### src/rtl/dcache_lane_sequencer_pkg.sv
// Shared memory-pipeline types for the dcache lane sequencer: instruction,
// thread, scalar/vector data, pipeline select, memory access types, and
// predicates that classify access types.
package dcache_lane_sequencer_pkg;

`ifndef VECTOR_LANES
`define VECTOR_LANES 16
`endif

  localparam int NUM_LANES  = `VECTOR_LANES;
  localparam int LANE_IDX_W = $clog2(NUM_LANES);

  typedef logic [31:0] scalar_t;
  typedef scalar_t [NUM_LANES-1:0] vector_t;
  typedef logic [1:0] thread_idx_t;

  typedef enum logic [1:0] {
    PIPE_MEM,
    PIPE_INT_ARITH,
    PIPE_FLOAT_ARITH
  } pipeline_sel_t;

  typedef enum logic [3:0] {
    MEM_B,
    MEM_BX,
    MEM_S,
    MEM_SX,
    MEM_L,
    MEM_SYNC,
    MEM_CONTROL_REG,
    MEM_BLOCK_VECTOR,
    MEM_BLOCK_VECTOR_M,
    MEM_STRIDED,
    MEM_STRIDED_M,
    MEM_STRIDED_IM,
    MEM_SCGATH,
    MEM_SCGATH_M,
    MEM_SCGATH_IM
  } memory_op_t;

  typedef struct packed {
    logic       is_memory_access;
    logic       is_load;
    memory_op_t memory_access_type;
    logic [5:0] dest_reg;
  } decoded_instruction_t;

  // Sequencer FSM: IDLE passes ops through, SEQ walks the lanes of one op.
  typedef enum logic {
    IDLE,
    SEQ
  } lane_seq_state_t;

  // Ops that expand into one access per lane.
  function automatic logic is_sequenced_access(input memory_op_t op);
    return (op == MEM_STRIDED)  || (op == MEM_STRIDED_M) || (op == MEM_STRIDED_IM) ||
           (op == MEM_SCGATH)   || (op == MEM_SCGATH_M)  || (op == MEM_SCGATH_IM);
  endfunction

  function automatic logic is_strided_access(input memory_op_t op);
    return (op == MEM_STRIDED) || (op == MEM_STRIDED_M) || (op == MEM_STRIDED_IM);
  endfunction

  // Sequenced ops whose lane mask is meaningful (masked / inverse-masked forms).
  function automatic logic is_masked_access(input memory_op_t op);
    return (op == MEM_STRIDED_M) || (op == MEM_STRIDED_IM) ||
           (op == MEM_SCGATH_M)  || (op == MEM_SCGATH_IM);
  endfunction

endpackage

### src/rtl/dcache_lane_sequencer_lane_priority_select.sv
// Next-active-lane encoder: finds the lowest set mask bit at or above
// start_i and reports whether it is the highest set bit of the mask.
module lane_priority_select
  import dcache_lane_sequencer_pkg::*;
(
  input  logic [NUM_LANES-1:0]  mask_i,
  input  logic [LANE_IDX_W-1:0] start_i,
  output logic                  found_o,
  output logic [LANE_IDX_W-1:0] lane_o,
  output logic                  is_last_o
);

  // Scan from the top down so the lowest qualifying lane wins.
  always_comb begin
    found_o   = 1'b0;
    lane_o    = '0;
    is_last_o = 1'b0;
    for (int i = NUM_LANES - 1; i >= 0; i--) begin
      if (mask_i[i] && (i >= int'(start_i))) begin
        found_o = 1'b1;
        lane_o  = LANE_IDX_W'(i);
      end
    end
    if (found_o) begin
      is_last_o = ((mask_i >> lane_o) == NUM_LANES'(1));
    end
  end

endmodule

### src/rtl/dcache_lane_sequencer.sv
// Memory-pipeline stage ahead of the dcache tag/data stages. Scalar and
// block ops pass through one register stage; strided and scatter/gather ops
// are expanded into one per-lane access per cycle while upstream is held off.
// Optional macro DCACHE_SKIP_MASKED_LANES_EN: emit only active lanes.
//
// Handshake: an instruction is taken on a rising edge when
// of_instruction_valid_i && ls_ready_o; while ls_ready_o is low, upstream
// holds its inputs. The output side has no back-pressure: ls_instruction_valid_o
// marks one access per cycle.
module dcache_lane_sequencer
  import dcache_lane_sequencer_pkg::*;
(
  input  logic                  clk_i,
  input  logic                  rst_ni,
  input  logic                  of_instruction_valid_i,
  input  decoded_instruction_t  of_instruction_i,
  input  logic [NUM_LANES-1:0]  of_mask_value_i,
  input  thread_idx_t           of_thread_idx_i,
  input  scalar_t               of_base_addr_i,
  input  scalar_t               of_stride_i,
  input  vector_t               of_ptr_vector_i,
  input  vector_t               of_store_value_i,
  output logic                  ls_ready_o,
  output logic                  ls_instruction_valid_o,
  output decoded_instruction_t  ls_instruction_o,
  output logic [NUM_LANES-1:0]  ls_mask_value_o,
  output thread_idx_t           ls_thread_idx_o,
  output scalar_t               ls_request_addr_o,
  output vector_t               ls_store_value_o,
  output scalar_t               ls_lane_value_o,
  output logic [LANE_IDX_W-1:0] ls_lane_idx_o,
  output logic                  ls_last_lane_o,
  input  logic                  wb_rollback_en_i,
  input  thread_idx_t           wb_rollback_thread_idx_i,
  input  pipeline_sel_t         wb_source_pipeline_i,
  output logic                  dbg_seq_active_o
);

  lane_seq_state_t       state_q, state_d;
  logic [LANE_IDX_W-1:0] lane_q, lane_d;
  logic                  valid_q, valid_d;
  logic                  last_q, last_d;
  decoded_instruction_t  instr_q, instr_d;
  logic [NUM_LANES-1:0]  mask_q, mask_d;
  thread_idx_t           thread_q, thread_d;
  scalar_t               addr_q, addr_d;
  scalar_t               stride_q, stride_d;
  vector_t               ptr_q, ptr_d;
  vector_t               store_q, store_d;

  logic rb_mem, abort_seq, drop_in, accept, in_seq, in_strided, seq_advance;

  assign rb_mem      = wb_rollback_en_i && (wb_source_pipeline_i == PIPE_MEM);
  assign abort_seq   = rb_mem && (state_q == SEQ) && (wb_rollback_thread_idx_i == thread_q);
  assign drop_in     = rb_mem && (of_thread_idx_i == wb_rollback_thread_idx_i);
  assign ls_ready_o  = (state_q == IDLE) || ((state_q == SEQ) && last_q);
  assign accept      = of_instruction_valid_i && ls_ready_o && !abort_seq && !drop_in;
  assign in_seq      = is_sequenced_access(of_instruction_i.memory_access_type);
  assign in_strided  = is_strided_access(of_instruction_i.memory_access_type);
  assign seq_advance = (state_q == SEQ) && !last_q && !abort_seq;

`ifdef DCACHE_SKIP_MASKED_LANES_EN
  scalar_t               base_q, base_d;
  logic [NUM_LANES-1:0]  emask_q, emask_d;
  logic [NUM_LANES-1:0]  in_emask, sel_mask;
  logic [LANE_IDX_W-1:0] sel_start, sel_lane;
  logic                  sel_found, sel_last;

  assign in_emask  = is_masked_access(of_instruction_i.memory_access_type) ?
                     of_mask_value_i : '1;
  // Mid-sequence, search above the current lane; otherwise search the new op.
  assign sel_mask  = seq_advance ? emask_q : in_emask;
  assign sel_start = seq_advance ? (lane_q + 1'b1) : '0;

  lane_priority_select u_lane_sel (
    .mask_i   (sel_mask),
    .start_i  (sel_start),
    .found_o  (sel_found),
    .lane_o   (sel_lane),
    .is_last_o(sel_last)
  );
`endif

  // Next-state and next-output selection: abort, advance lane, accept, or idle.
  always_comb begin
    state_d  = state_q;
    lane_d   = lane_q;
    valid_d  = 1'b0;
    last_d   = last_q;
    instr_d  = instr_q;
    mask_d   = mask_q;
    thread_d = thread_q;
    addr_d   = addr_q;
    stride_d = stride_q;
    ptr_d    = ptr_q;
    store_d  = store_q;
`ifdef DCACHE_SKIP_MASKED_LANES_EN
    base_d   = base_q;
    emask_d  = emask_q;
`endif
    if (abort_seq) begin
      state_d = IDLE;
      lane_d  = '0;
      last_d  = 1'b0;
    end else if (seq_advance) begin
      valid_d = 1'b1;
`ifdef DCACHE_SKIP_MASKED_LANES_EN
      lane_d  = sel_lane;
      last_d  = sel_last;
      addr_d  = is_strided_access(instr_q.memory_access_type) ?
                base_q + stride_q * scalar_t'(sel_lane) : ptr_q[sel_lane];
`else
      lane_d  = lane_q + 1'b1;
      last_d  = (lane_q == LANE_IDX_W'(NUM_LANES - 2));
      // Stride accumulator wraps at 32 bits by construction.
      addr_d  = is_strided_access(instr_q.memory_access_type) ?
                addr_q + stride_q : ptr_q[lane_q + 1'b1];
`endif
    end else if (accept) begin
      instr_d  = of_instruction_i;
      mask_d   = of_mask_value_i;
      thread_d = of_thread_idx_i;
      store_d  = of_store_value_i;
      if (in_seq) begin
        stride_d = of_stride_i;
        ptr_d    = of_ptr_vector_i;
`ifdef DCACHE_SKIP_MASKED_LANES_EN
        base_d   = of_base_addr_i;
        emask_d  = in_emask;
        if (sel_found) begin
          state_d = SEQ;
          valid_d = 1'b1;
          lane_d  = sel_lane;
          last_d  = sel_last;
          addr_d  = in_strided ? of_base_addr_i + of_stride_i * scalar_t'(sel_lane) :
                                 of_ptr_vector_i[sel_lane];
        end else begin
          state_d = IDLE;
          lane_d  = '0;
          last_d  = 1'b0;
        end
`else
        state_d = SEQ;
        valid_d = 1'b1;
        lane_d  = '0;
        last_d  = (NUM_LANES == 1);
        addr_d  = in_strided ? of_base_addr_i : of_ptr_vector_i[0];
`endif
      end else begin
        state_d = IDLE;
        valid_d = 1'b1;
        lane_d  = '0;
        last_d  = 1'b1;
        addr_d  = of_base_addr_i;
      end
    end else begin
      state_d = IDLE;
      lane_d  = '0;
      last_d  = 1'b0;
    end
  end

  // State and output registers.
  always_ff @(posedge clk_i or negedge rst_ni) begin
    if (!rst_ni) begin
      state_q  <= IDLE;
      lane_q   <= '0;
      valid_q  <= 1'b0;
      last_q   <= 1'b0;
      instr_q  <= '0;
      mask_q   <= '0;
      thread_q <= '0;
      addr_q   <= '0;
      stride_q <= '0;
      ptr_q    <= '0;
      store_q  <= '0;
`ifdef DCACHE_SKIP_MASKED_LANES_EN
      base_q   <= '0;
      emask_q  <= '0;
`endif
    end else begin
      state_q  <= state_d;
      lane_q   <= lane_d;
      valid_q  <= valid_d;
      last_q   <= last_d;
      instr_q  <= instr_d;
      mask_q   <= mask_d;
      thread_q <= thread_d;
      addr_q   <= addr_d;
      stride_q <= stride_d;
      ptr_q    <= ptr_d;
      store_q  <= store_d;
`ifdef DCACHE_SKIP_MASKED_LANES_EN
      base_q   <= base_d;
      emask_q  <= emask_d;
`endif
    end
  end

  assign ls_instruction_valid_o = valid_q;
  assign ls_instruction_o       = instr_q;
  assign ls_mask_value_o        = mask_q;
  assign ls_thread_idx_o        = thread_q;
  assign ls_request_addr_o      = addr_q;
  assign ls_store_value_o       = store_q;
  assign ls_lane_value_o        = store_q[lane_q];
  assign ls_lane_idx_o          = lane_q;
  assign ls_last_lane_o         = last_q;
  assign dbg_seq_active_o       = (state_q == SEQ);

endmodule

### config.mk
export PLATFORM = sky130hd
export DESIGN_NAME = dcache_lane_sequencer
export DESIGN_NICKNAME = d
export VERILOG_FILES = /design/src/rtl/dcache_lane_sequencer_pkg.sv /design/src/rtl/dcache_lane_sequencer_lane_priority_select.sv /design/src/rtl/dcache_lane_sequencer.sv
export SDC_FILE = /design/constraint.sdc
export NUM_CORES = 2
export LEC_CHECK = 0
export ABC_CLOCK_PERIOD_IN_PS = 6500
export CAP_MARGIN = 20
export CORE_AREA = 2 2 671 673
export CTS_BUF_LIST = sky130_fd_sc_hd__clkbuf_4
export CTS_CLUSTER_DIAMETER = 150
export DETAILED_ROUTE_END_ITERATION = 10
export DIE_AREA = 0 0 673 675
export HOLD_SLACK_MARGIN = 0.08
export SLEW_MARGIN = 20
export SYNTH_ARGS = -nofsm -noshare
export SYNTH_HDL_FRONTEND = slang
export SYNTH_SLANG_ARGS = --single-unit
### constraint.sdc
create_clock -name clk_i -period 6.5 [get_ports clk_i]
set_input_delay 1.3 -clock clk_i [delete_from_list [all_inputs] [get_ports clk_i]]
set_output_delay 1.3 -clock clk_i [all_outputs]
set_load 0.03 [all_outputs]
Yosys cells after proc, flatten, opt, wreduce, memory -nomap -nowiden
Cells that the tools add are included.
- $add $sub $neg: 2
- magnitude comparators: 2
- equality and inequality tests: 13
- multiplexer cells: 22
- bitwise operators: 3
- reduce and logical (&&, ||, !) cells: 26
- operators with widths (operator ; count):
    $bmux W32 S4 ; 2
    $mux W32 ; 7
    $eq A4 B4 Y1 const B ; 10
    $add A32 B32 Y32 ; 1
    $mux W1 ; 11
    $logic_and A1 B1 Y1 ; 10
    $lt A4 B5 Y1 const B ; 2
    $logic_or A1 B1 Y1 ; 8
    $mux W4 ; 2
    $add A4 B1 Y4 const B ; 1
    $eq A2 B2 Y1 ; 2
    $reduce_and A4 Y1 ; 1
    $logic_not A1 Y1 ; 3
    $not A1 Y1 ; 3
    $reduce_and A3 Y1 ; 1
    $logic_not A2 Y1 ; 1
    $ne A2 B2 Y1 const B ; 1
    $reduce_and A2 Y1 ; 1
    $reduce_bool A2 Y1 ; 1
- register bits: 1125
- input bits: 1126
- output and inout bits: 614
- word-level logic and storage cells: 112

Longest topological paths before layout
- depth after elaboration: 10
- gate-level depth with buffers: 14
- mapped depth without buffers: 11

Worst setup path after synthesis
No wires, ideal clock.
- path kind: reg-to-output
- start point: register lane_q[0], in the netlist ls_lane_idx_o[0]
- end point: output port ls_lane_value_o[0]
- arrival: 2.749 ns
- required time: 5.200 ns
- setup slack: 2.451 ns
- cell stages (with the launch flop): 7
- path buffers: 4
- cells stage by stage: dfrtp_1 -> clkbuf_1 -> buf_2 -> buf_2 -> buf_2 -> mux4_2 -> mux4_2
- longest elaborated chain between the ends: 2
- RTL lines (element ; line ; source):
    start, declared ; dcache_lane_sequencer.sv:40 ; logic [LANE_IDX_W-1:0] lane_q, lane_d;
    start signal, assigned ; dcache_lane_sequencer.sv:183 ; lane_q <= lane_d;
    $bmux W32 S4 ; dcache_lane_sequencer.sv:206 ; assign ls_lane_value_o = store_q[lane_q];
    $mux W32 (not written as such) ; dcache_lane_sequencer.sv:206 ;
    end, declared ; dcache_lane_sequencer.sv:30 ; output scalar_t ls_lane_value_o,
No other way between the ends. The select of a mux whose other input is x is not followed.

Worst setup path after layout
- start point: register lane_q[0], in the netlist ls_lane_idx_o[0]
- end point: output port ls_lane_value_o[17]
Same word-level chain as after synthesis.

==> results.md <==
* Period utilization at 0.885
* Final Hold Vio Count at 0
* Most used DFF post-synth: dfrtp_1
* Reg2reg setup slack at around 2.7 ns
* Status: finished clean
* CTS buffer count at around 360
* Vias in the first global route at around 46k
* Worst path required time at ~5.2 ns
* Switching Share at 0.500
* Critical Path, Cell by Cell: buf_12 -> buf_4 -> mux4_2 -> mux4_2 -> clkdlybuf4s50_1
* Worst setup EP type: primary output
* Residual DRC at 0
* Clk buf depth at 4
* WL/cell at between 30 and 40 um
* Nets@finish at roughly 7.5k
* Core region area at approximately 450000 um2
* Antenna Nets Post-Route at 0
* Max cap viols at 0
* Hold path startpoint: of_store_value_i[207]
* Root Buffer: clkbuf_4
* Sw Pwr at between 0.02 and 0.025 W
* Initial drt markers at around 4k
* GR Util All Layers at 0.178
* Crit path launch type: flop
* FILL cells at 49.3k
* Hold Path End: ls_store_value_o[207]
* CP Max Fanout at 12
* Setup Viol. Count Final at 0
* Max-slew violation count at 0
* Die Ht at a little under 700 um
* Initial DRT Pass Iterations at 6
* Worst reg2reg path startpoint: ls_lane_idx_o[0]
* CTS tree: done
* Asr flop ratio synth at 1.00
* Slew margin rel. at 0.263
* Initial core utilization at 0.116
* Sequential Power Share at 0.306
* R2R cell count at 10
* Internal power at roughly 0.024 W
* Largest net degree at the start of global routing at 178
* Clk pwr share at 0.154
* Placed insts at 11.9k
* Hold Crit Class: in -> reg
* Setup_tns at 0 ns
* Initial antenna violation count at 340
* Power, Total at about 0.048 W
* Setup Skew at roughly 0.15 ns
* Register area share after synthesis at 0.544
* Fin crit period at approximately 5.8 ns
* Layout cells sized above 1 at 0.188
* CP max stage delay at approximately 0.84 ns
* CP Class: reg -> out
* Lkg Pwr at 33.7 nW
* Global placement routability congestion at 0.990
* Gate power share at 0.540
* Placed cell area at 76600 um2
* Max Clock Freq at 174 MHz
* Latest clock arrival within the worst-skew pair at about 1.4 ns
* Die ar. at around 450000 um2
* Detail-routed via count per cell at ~3.7
* WHS Path Cells at 3
* Yosys warnings at 0
* Critical path data arrival time at 4.45 ns
* Vias at ~47k
* IO Pins at around 1.7k
* Mapped Nets at roughly 5.5k
* Flops & latches, synth at between 1k and 1.5k
* GRT overflow at 0
* Buffers on Ports at about 1.7k
* Core Rows at about 250
* Clock-pin slew on the worst setup and hold paths at roughly 0.070 ns
* Slowest-stage cell, CP: clkdlybuf4s50_1
* RSZ-0062 raised after global routing: no
* FF-to-FF End: ls_request_addr_o[16]
* HPWL Detailed at ~350000 um
* PD cells at 589 nW/um2
* Clk sinks at 1125
* H-tree depth at 5
* Design Area, Final at between 80000 and 90000 um2
* Syn_area_per_cell at 11.9 um2
* Post-route insts no fill at about 13k
* Synthesized area at slightly above 50000 um2
* Chip width at between 600 and 700 um
* Synth cell types at 58
* Routed Wire Length at 420000 um
* Peak VDD IR at approximately 0.33 mV
* First-pass GRT wire length at about 520000 um
* Synth Instances at 4357
* Worst-margin pin slew at roughly 1.1 ns
* Most frequent CP cell: mux4_2
* Post-synth EDFFs at 0
* # resized after CTS at 0
* Area Overhead vs Synth at 57.7%
[cell families (layout without fill, tap and decap cells)]
group           count (synthesis)  in the layout  share of synthesized area
xor+xnor                       32             32                    0.00541
simple gates                 1785           1785                      0.132
mux                           893            893                      0.263
flops                        1125           1125                      0.544
buf+inv                       288           2467                     0.0230
other cells                     0            152                          0
fa+ha+maj                      34             34                    0.00836
compound gates                200            200                     0.0250
[critical path, delay by kind of cell (launching register included)]
family   cells  cell delay, ns
buf+inv      3            1.30
flops        1            0.45
mux          2            1.19
[per-layer routing]
layer / up-vias / part of all wire / track usage
met5: - / 0.0024 / 0.00340
met4: 122 / 0.065 / 0.104
met3: 1006 / 0.089 / 0.0605
met2: 2698 / 0.49 / 0.303
met1: 23800 / 0.35 / 0.191
li1: 19200 / - / -
[area by class of cell]
cell class,count,area [um2],area share
tap,5952,7450,0.0912
timing repair buffer,1858,18800,0.230
antenna,152,380,0.00466
multi-input combinational,2944,22500,0.276
sequential,1125,28200,0.345
inverter,7,26.3,0.000322
clock inverter,117,671,0.00821
clock buffer,485,3640,0.0446
[cells in the final DEF, fill, tap and decap left out, drive strengths merged, types with 5 or more instances in the layout]
cell type      instances
mux2                 540
mux4                 320
inv                   20
ha                    33
nand2               1690
clkinv                99
dlygate4sd3           23
xor2                  11
a211oi                15
o31ai                  8
clkdlybuf4s50       1716
mux2i                 33
nor2                  52
nor2b                  6
dfrtp               1125
diode                152
a21o                  13
o211ai                12
a21oi                 66
o21ai                 50
clkbuf               485
o21a                   7
nor3                   6
nand4                  5
nand3                 10
buf                  119
a31oi                  8
xnor2                 21
[power by group through the flow]
stage / Combinational [W] / Clock (W) / Sequential [W]
2_1_floorplan: 0.00965 / 0 / 0.0159
3_3_place_gp: 0.0262 / 0 / 0.0148
3_5_place_dp: 0.0263 / 0 / 0.0148
4_1_cts: 0.0266 / 0.00779 / 0.0146
5_1_grt: 0.0273 / 0.00809 / 0.0150
6_report: 0.0260 / 0.00741 / 0.0147
[flip-flops by register name, indices dropped and copies added, names as in the netlist, 2 cells and up]
name and cells:
ls_store_value_o 512, ptr_q 512, ls_request_addr_o 32, stride_q 32
ls_mask_value_o 16, ls_instruction_o 12, ls_lane_idx_o 4, ls_thread_idx_o 2
[cells in the mapped netlist (8+ instances only)]
master / number / area (um2)
nand2_1: 1690 / 6340
dfrtp_1: 1125 / 28200
mux4_2: 320 / 7210
mux2_1: 299 / 3370
mux2_2: 241 / 2710
clkbuf_1: 185 / 694
buf_2: 88 / 440
a21oi_1: 65 / 325
nor2_1: 52 / 195
ha_1: 33 / 413
mux2i_1: 33 / 330
o21ai_0: 30 / 150
xnor2_1: 21 / 184
o21ai_1: 19 / 95.1
a211oi_1: 15 / 113
a21o_1: 13 / 97.6
o211ai_1: 11 / 82.6
xor2_1: 11 / 96.3
nand3_1: 10 / 50.1
buf_1: 8 / 30.0
o31ai_1: 8 / 60.1
[worst max path at each step]
stage	startpoint	to	slack, ns	cells after the start
final	ls_lane_idx_o[0]	ls_lane_value_o[17]	0.75	5
after global routing	ls_lane_idx_o[0]	ls_lane_value_o[17]	0.54	5
after CTS	ls_lane_idx_o[0]	ls_lane_value_o[22]	0.51	6
after detailed placement	wb_rollback_en_i	ls_request_addr_o[27]	1.19	9
after global placement	wb_rollback_en_i	ls_request_addr_o[27]	1.18	9
after floorplan	ls_lane_idx_o[0]	ls_lane_value_o[0]	2.45	6
[per-stage QoR]
stage,setup slack (ns),util,hold WS (ns)
finish,0.745,0.183,0.405
global route,0.536,0.182,0.228
CTS,0.506,0.182,0.0804
detailed placement,1.19,0.171,0.462
global placement,1.18,0.171,0.459
floorplan,2.45,-,0.440
[what timing repair did]
item                       4_1_cts  5_1_grt
setup endpoints to repair       19        0
hold buffers                    23        0
hold endpoints to repair        69        0
buffers inserted                 5        0
Note: power is estimated with default switching activity, not from simulation.
